$ cat src/rtl/raster_pkg.sv
// Shared types and constants for the triangle scan controller.
// Vertices are packed {x, y, z}. Index 2 is x, index 1 is y and index 0 is z.
package raster_pkg;

    localparam int VX = 2;
    localparam int VY = 1;
    localparam int VZ = 0;

    localparam int DEF_SCREEN_W = 320;
    localparam int DEF_SCREEN_H = 240;

    typedef logic [2:0][8:0] vertex_t;

    typedef enum logic [2:0] {
        ST_IDLE,
        ST_BBOX,
        ST_ISSUE,
        ST_WAIT,
        ST_EMIT,
        ST_DONE
    } state_t;

    function automatic logic [8:0] min3(input logic [8:0] a, input logic [8:0] b, input logic [8:0] c);
        logic [8:0] m;
        m = (a < b) ? a : b;
        return (m < c) ? m : c;
    endfunction

    function automatic logic [8:0] max3(input logic [8:0] a, input logic [8:0] b, input logic [8:0] c);
        logic [8:0] m;
        m = (a > b) ? a : b;
        return (m > c) ? m : c;
    endfunction

endpackage

$ cat src/rtl/tri_bbox.sv
// Screen-clamped bounding box of three vertices. This block is purely combinational and has zero latency.
// Only the maxima are clamped, so an off-screen minimum produces an empty box.
import raster_pkg::*;

module tri_bbox #(
    parameter int SCREEN_W = DEF_SCREEN_W,
    parameter int SCREEN_H = DEF_SCREEN_H
) (
    input  logic [8:0] x1_i,
    input  logic [8:0] y1_i,
    input  logic [8:0] x2_i,
    input  logic [8:0] y2_i,
    input  logic [8:0] x3_i,
    input  logic [8:0] y3_i,
    output logic [8:0] xmin_o,
    output logic [8:0] xmax_o,
    output logic [8:0] ymin_o,
    output logic [8:0] ymax_o,
    output logic       empty_o
);
    localparam logic [8:0] XLIM = 9'(SCREEN_W - 1);
    localparam logic [8:0] YLIM = 9'(SCREEN_H - 1);

    logic [8:0] xmax_raw;
    logic [8:0] ymax_raw;

    always_comb begin
        xmin_o   = min3(x1_i, x2_i, x3_i);
        ymin_o   = min3(y1_i, y2_i, y3_i);
        xmax_raw = max3(x1_i, x2_i, x3_i);
        ymax_raw = max3(y1_i, y2_i, y3_i);
        xmax_o   = (xmax_raw > XLIM) ? XLIM : xmax_raw;
        ymax_o   = (ymax_raw > YLIM) ? YLIM : ymax_raw;
        empty_o  = (xmin_o > xmax_o) || (ymin_o > ymax_o);
    end

endmodule

$ cat src/rtl/tri_raster_ctrl.sv
// Walks a triangle's clamped bounding box in row-major order with one tester request outstanding at a time.
// Each pixel takes 4 cycles, or 5+ if it is inside. The EMIT state holds the fragment stable until frag_ready.
import raster_pkg::*;

module tri_raster_ctrl #(
    parameter int SCREEN_W = DEF_SCREEN_W,
    parameter int SCREEN_H = DEF_SCREEN_H
) (
    input  logic       clk_in,
    input  logic       rst_in,
    input  vertex_t    v1,
    input  vertex_t    v2,
    input  vertex_t    v3,
    input  logic       tri_valid,
    output logic       tri_ready,
    output vertex_t    tv1,
    output vertex_t    tv2,
    output vertex_t    tv3,
    output logic [8:0] tst_x,
    output logic [8:0] tst_y,
    output logic       tst_valid,
    input  logic       tst_in_tri,
    input  logic       tst_valid_out,
    output logic [8:0] frag_x,
    output logic [8:0] frag_y,
    output logic       frag_valid,
    input  logic       frag_ready,
    output logic       tri_done,
    output logic       busy
);
    state_t     state_q, state_d;
    vertex_t    tv1_q, tv1_d, tv2_q, tv2_d, tv3_q, tv3_d;
    logic [8:0] cx_q, cx_d, cy_q, cy_d;
    logic [8:0] xmin_q, xmin_d, xmax_q, xmax_d, ymax_q, ymax_d;
    logic [8:0] fx_q, fx_d, fy_q, fy_d;
    logic       advance;

    logic [8:0] bb_xmin, bb_xmax, bb_ymin, bb_ymax;
    logic       bb_empty;

    tri_bbox #(
        .SCREEN_W (SCREEN_W),
        .SCREEN_H (SCREEN_H)
    ) u_bbox (
        .x1_i    (tv1_q[VX]),
        .y1_i    (tv1_q[VY]),
        .x2_i    (tv2_q[VX]),
        .y2_i    (tv2_q[VY]),
        .x3_i    (tv3_q[VX]),
        .y3_i    (tv3_q[VY]),
        .xmin_o  (bb_xmin),
        .xmax_o  (bb_xmax),
        .ymin_o  (bb_ymin),
        .ymax_o  (bb_ymax),
        .empty_o (bb_empty)
    );

    always_comb begin
        state_d = state_q;
        tv1_d   = tv1_q;
        tv2_d   = tv2_q;
        tv3_d   = tv3_q;
        cx_d    = cx_q;
        cy_d    = cy_q;
        xmin_d  = xmin_q;
        xmax_d  = xmax_q;
        ymax_d  = ymax_q;
        fx_d    = fx_q;
        fy_d    = fy_q;
        advance = 1'b0;

        unique case (state_q)
            ST_IDLE: begin
                if (tri_valid) begin
                    tv1_d   = v1;
                    tv2_d   = v2;
                    tv3_d   = v3;
                    state_d = ST_BBOX;
                end
            end
            ST_BBOX: begin
                xmin_d = bb_xmin;
                xmax_d = bb_xmax;
                ymax_d = bb_ymax;
                if (bb_empty) begin
                    state_d = ST_DONE;
                end else begin
                    cx_d    = bb_xmin;
                    cy_d    = bb_ymin;
                    state_d = ST_ISSUE;
                end
            end
            ST_ISSUE: state_d = ST_WAIT;
            ST_WAIT: begin
                if (tst_valid_out) begin
                    if (tst_in_tri) begin
                        fx_d    = cx_q;
                        fy_d    = cy_q;
                        state_d = ST_EMIT;
                    end else begin
                        advance = 1'b1;
                    end
                end
            end
            ST_EMIT: advance = frag_ready;
            ST_DONE: state_d = ST_IDLE;
            default: state_d = ST_IDLE;
        endcase

        // cx/cy never exceed the clamped maxima, so the 9-bit increments cannot wrap.
        if (advance) begin
            if (cx_q < xmax_q) begin
                cx_d    = cx_q + 9'd1;
                state_d = ST_ISSUE;
            end else if (cy_q < ymax_q) begin
                cx_d    = xmin_q;
                cy_d    = cy_q + 9'd1;
                state_d = ST_ISSUE;
            end else begin
                state_d = ST_DONE;
            end
        end
    end

    always_ff @(posedge clk_in) begin
        if (rst_in) begin
            state_q <= ST_IDLE;
            tv1_q   <= '0;
            tv2_q   <= '0;
            tv3_q   <= '0;
            cx_q    <= '0;
            cy_q    <= '0;
            xmin_q  <= '0;
            xmax_q  <= '0;
            ymax_q  <= '0;
            fx_q    <= '0;
            fy_q    <= '0;
        end else begin
            state_q <= state_d;
            tv1_q   <= tv1_d;
            tv2_q   <= tv2_d;
            tv3_q   <= tv3_d;
            cx_q    <= cx_d;
            cy_q    <= cy_d;
            xmin_q  <= xmin_d;
            xmax_q  <= xmax_d;
            ymax_q  <= ymax_d;
            fx_q    <= fx_d;
            fy_q    <= fy_d;
        end
    end

    assign tri_ready  = (state_q == ST_IDLE);
    assign busy       = (state_q != ST_IDLE);
    assign tst_valid  = (state_q == ST_ISSUE);
    assign frag_valid = (state_q == ST_EMIT);
    assign tri_done   = (state_q == ST_DONE);
    assign tst_x      = cx_q;
    assign tst_y      = cy_q;
    assign frag_x     = fx_q;
    assign frag_y     = fy_q;
    assign tv1        = tv1_q;
    assign tv2        = tv2_q;
    assign tv3        = tv3_q;

endmodule
$ cat config.mk
export PLATFORM = sky130hd
export DESIGN_NAME = tri_raster_ctrl
export DESIGN_NICKNAME = d
export VERILOG_FILES = /design/src/rtl/raster_pkg.sv /design/src/rtl/tri_bbox.sv /design/src/rtl/tri_raster_ctrl.sv
export SDC_FILE = /design/constraint.sdc
export NUM_CORES = 1
export LEC_CHECK = 0
export CAP_MARGIN = 20
export CELL_PAD_IN_SITES_DETAIL_PLACEMENT = 1
export CELL_PAD_IN_SITES_GLOBAL_PLACEMENT = 1
export CORE_MARGIN = 4
export CORE_UTILIZATION = 30
export DETAILED_ROUTE_END_ITERATION = 6
export MAX_ROUTING_LAYER = met4
export PLACE_DENSITY_LB_ADDON = 0.1
export SKIP_LAST_GASP = 1
export SLEW_MARGIN = 20
export SYNTH_ARGS = -nofsm -noshare
export SYNTH_HDL_FRONTEND = slang
export SYNTH_SLANG_ARGS = --single-unit
$ cat constraint.sdc
create_clock -name clk_in -period 10.14 [get_ports clk_in]
set_clock_uncertainty 0.05 [all_clocks]
set_input_delay 2.028 -clock clk_in [delete_from_list [all_inputs] [get_ports clk_in]]
set_output_delay 2.028 -clock clk_in [all_outputs]
set_load 0.1 [all_outputs]
==> flow_summary.yaml <==
logic_synthesis:
  async_flop_share_pct: 0
  syn_inst: 1141
  syn_area_per_cell_um2: 7.70
  synthesis.area_mm2: 0.00878
  synth_warnings: 0
  synth_edf_count: 0
  ys_seq_area_share_pct: 33.5
  synth.top_cell.area_share_pct: 33.5
  synthesis.nets: 1316
  yosysTopAreaCell: "dfxtp_1"
  synth.area.top_cells: "dfxtp_1, ha_1, nand2_1"
  dominantRegCellSynth: "dfxtp_1"
  synth.distinct_cells: 63
  ys_seq_elements: 147
cts:
  post_cts_resized: 0
  cts_setup_buffers: 0
  cts_num_sinks: 147
  clockRootBuffer: "clkbuf_16"
  cts_max_path_buffers: 2
  h-tree-depth: 4
  cts.clk_slew.worst_paths_ns: 0.07
  cts_tree: "built"
  clkLatencyLatePin_ns: 0.43
  postCtsHoldBufs: 0
  cts_made_buffers: 17
placement:
  gp_congestion: 0.856
  place_ws_ns: 3.45
  portBuffers: 208
  dpl.hpwl_um: 23100
  dpl-instance-area_mm2: 0.0112
  dp_cells: 1683
sta:
  finalSetupViolCount: 0
  hold_viol_final: 0
  fin_hold_ws_ns: 0.404
  slew_headroom_pct: 30.0
  fmax_mhz: 149
  min_period_over_period_pct: 66.4
  tns_ns: 0
  finalMaxSlewViolations: 0
  worstMarginPinSlew_ns: 1.05
  timing.final.ws_setup_ns: 3.41
  finalCriticalPeriod_ns: 6.73
  rsz0062_at_grt: "no"
critical_path:
  crit_slowest_cell: "nor2_1"
  crit_path_end_kind: "flip-flop"
  crit_type: "flip-flop to flip-flop"
  cp_top_family: "compound AO/OA/AOI/OAI gates"
  startpoint_type: "flip-flop"
  reg2reg_slack_ns: 3.41
  cp_num_buf_inv: 3
  rr_worst_depth: 25
  critPathMaxFanout: 20
  r2r_end: "tst_y[2]"
  cpPeakStageDelay_ns: 0.67
  critPathArrivalTime_ns: 6.96
  timing.rr.start: "tv2[15]"
  required_ns: 10.37
layout:
  synthToLayoutAreaGrowth_pct: 34.4
  nets: 1493
  finalNonFillerCells: 1719
  drive_gt1_share_pct: 5.86
  final_area_mm2: 0.0118
  finish.utilization_pct: 41.0
  mostFrequentLayoutCells: "nand2_1, clkdlybuf4s50_1, dfxtp_1"
  layout_commonest_cell: "nand2_1"
routing:
  wl_per_cell_um: 17.8
  wirelength_um: 30600
  vias_per_cell: 5.06
  drt_iter0_markers: 427
  vias: 8693
  drc: 0
  dr.pass1.iters: 5
  drtAntennaViolNets: 0
global_routing:
  grt_max_degree: 82
  grt_pass1_vias: 8843
  grt_overflow: 0
  grt_pass1_wl_um: 48400
  grt_usage_pct: 19.6
  use_met2_pct: 29.7
  met1_usage_pct: 26.4
  use_met3_pct: 5.82
  antenna_found_initial: 3
  grt-busiest-layer: "met2"
die:
  die-area_mm2: 0.0321
  io_pins: 209
  initial_core_util_pct: 30.5
  core_mm2: 0.0288
  fp.dieW_um: 179
  rows: 62
  die_h_um: 179
power:
  powerDensity_mw_per_mm2: 373
  report.power.total_mw: 4.41
  ir_drop_mv: 0.125
  cellLeakagePower_nw: 4.53
min_path:
  min_path_cells: 2
  hold_end: "tv2[0]"
  holdCritStartpoint: "tv2[0]"
  hp-class: "flip-flop to flip-flop"
job:
  drv_cap: 0
run_status:
  outcome: "complete, no violations"
per-layer routing:
layer	routed length [µm]	share of wire, %
met5	0	0
met4	206	0.67
met3	2040	6.7
met2	13100	43
met1	15200	50
logic make-up after synthesis:
family          Yosys count  synth area share [%]
xor+xnor                  7                 0.698
fa+ha+maj                88                  12.5
simple gates            412                  20.6
mux                      34                  4.39
compound gates          323                  22.5
flops                   147                  33.5
other cells               1                0.0427
buf+inv                 129                  5.73
synthesized netlist by cell type, types with 6 or more instances:
cell      count
a211oi_1      6
a21o_1        7
a21oi_1     144
a22oi_1       8
a31oi_1      26
and2_1       18
and3_1        6
buf_2         9
clkbuf_1     46
dfxtp_1     147
ha_1         88
inv_1        73
mux2_2       16
mux2i_1      13
nand2_1     249
nand2b_1      6
nand3_1      27
nand4_1      12
nor2_1       47
nor3_1       17
o211ai_1      8
o21ai_0      56
o22ai_1      11
where the power goes:
group | internal, mW | switching [mW]
Clock | 0.415 | 0.271
Combinational | 0.961 | 1.94
Sequential | 0.687 | 0.131
sequential cells by signal, indices dropped and copies added, names as in the netlist:
name / cells
frag_x: 9
frag_y: 9
state_q: 3
tst_x: 9
tst_y: 9
tv1: 27
tv2: 27
tv3: 27
xmax_q: 9
xmin_q: 9
ymax_q: 9
layout make-up:
| cell class | count | area (µm²) |
|---|---|---|
| Fill cell | 3432 | 17000 |
| Multi-Input combinational cell | 865 | 5350 |
| Sequential cell | 147 | 2940 |
| Timing Repair Buffer | 214 | 2120 |
| Tap cell | 384 | 480 |
| Clock buffer | 21 | 440 |
| Inverter | 73 | 274 |
| Clock inverter | 11 | 178 |
| Antenna cell | 4 | 10.0 |
worst min-delay path, cell delays in order (launching register included):
cell and delay, ns:
dfxtp_1 0.31, nand2_1 0.05, a21oi_1 0.05
worst max-delay path by stage:
stage / slack (ns) / endpoint / start / depth (start not counted)
final: 3.41 / tst_y[2] / tv2[15] / 25
after detailed placement: 3.45 / tst_y[3] / tv2[15] / 25
after global routing: 2.57 / tst_y[2] / tv2[15] / 25
after global placement: 3.56 / tst_y[8] / tv2[15] / 25
after floorplan: 3.80 / tst_x[2] / tv2[15] / 27
after CTS: 3.44 / tst_y[2] / tv2[15] / 25
Note: power is estimated with default switching activity, not from simulation.
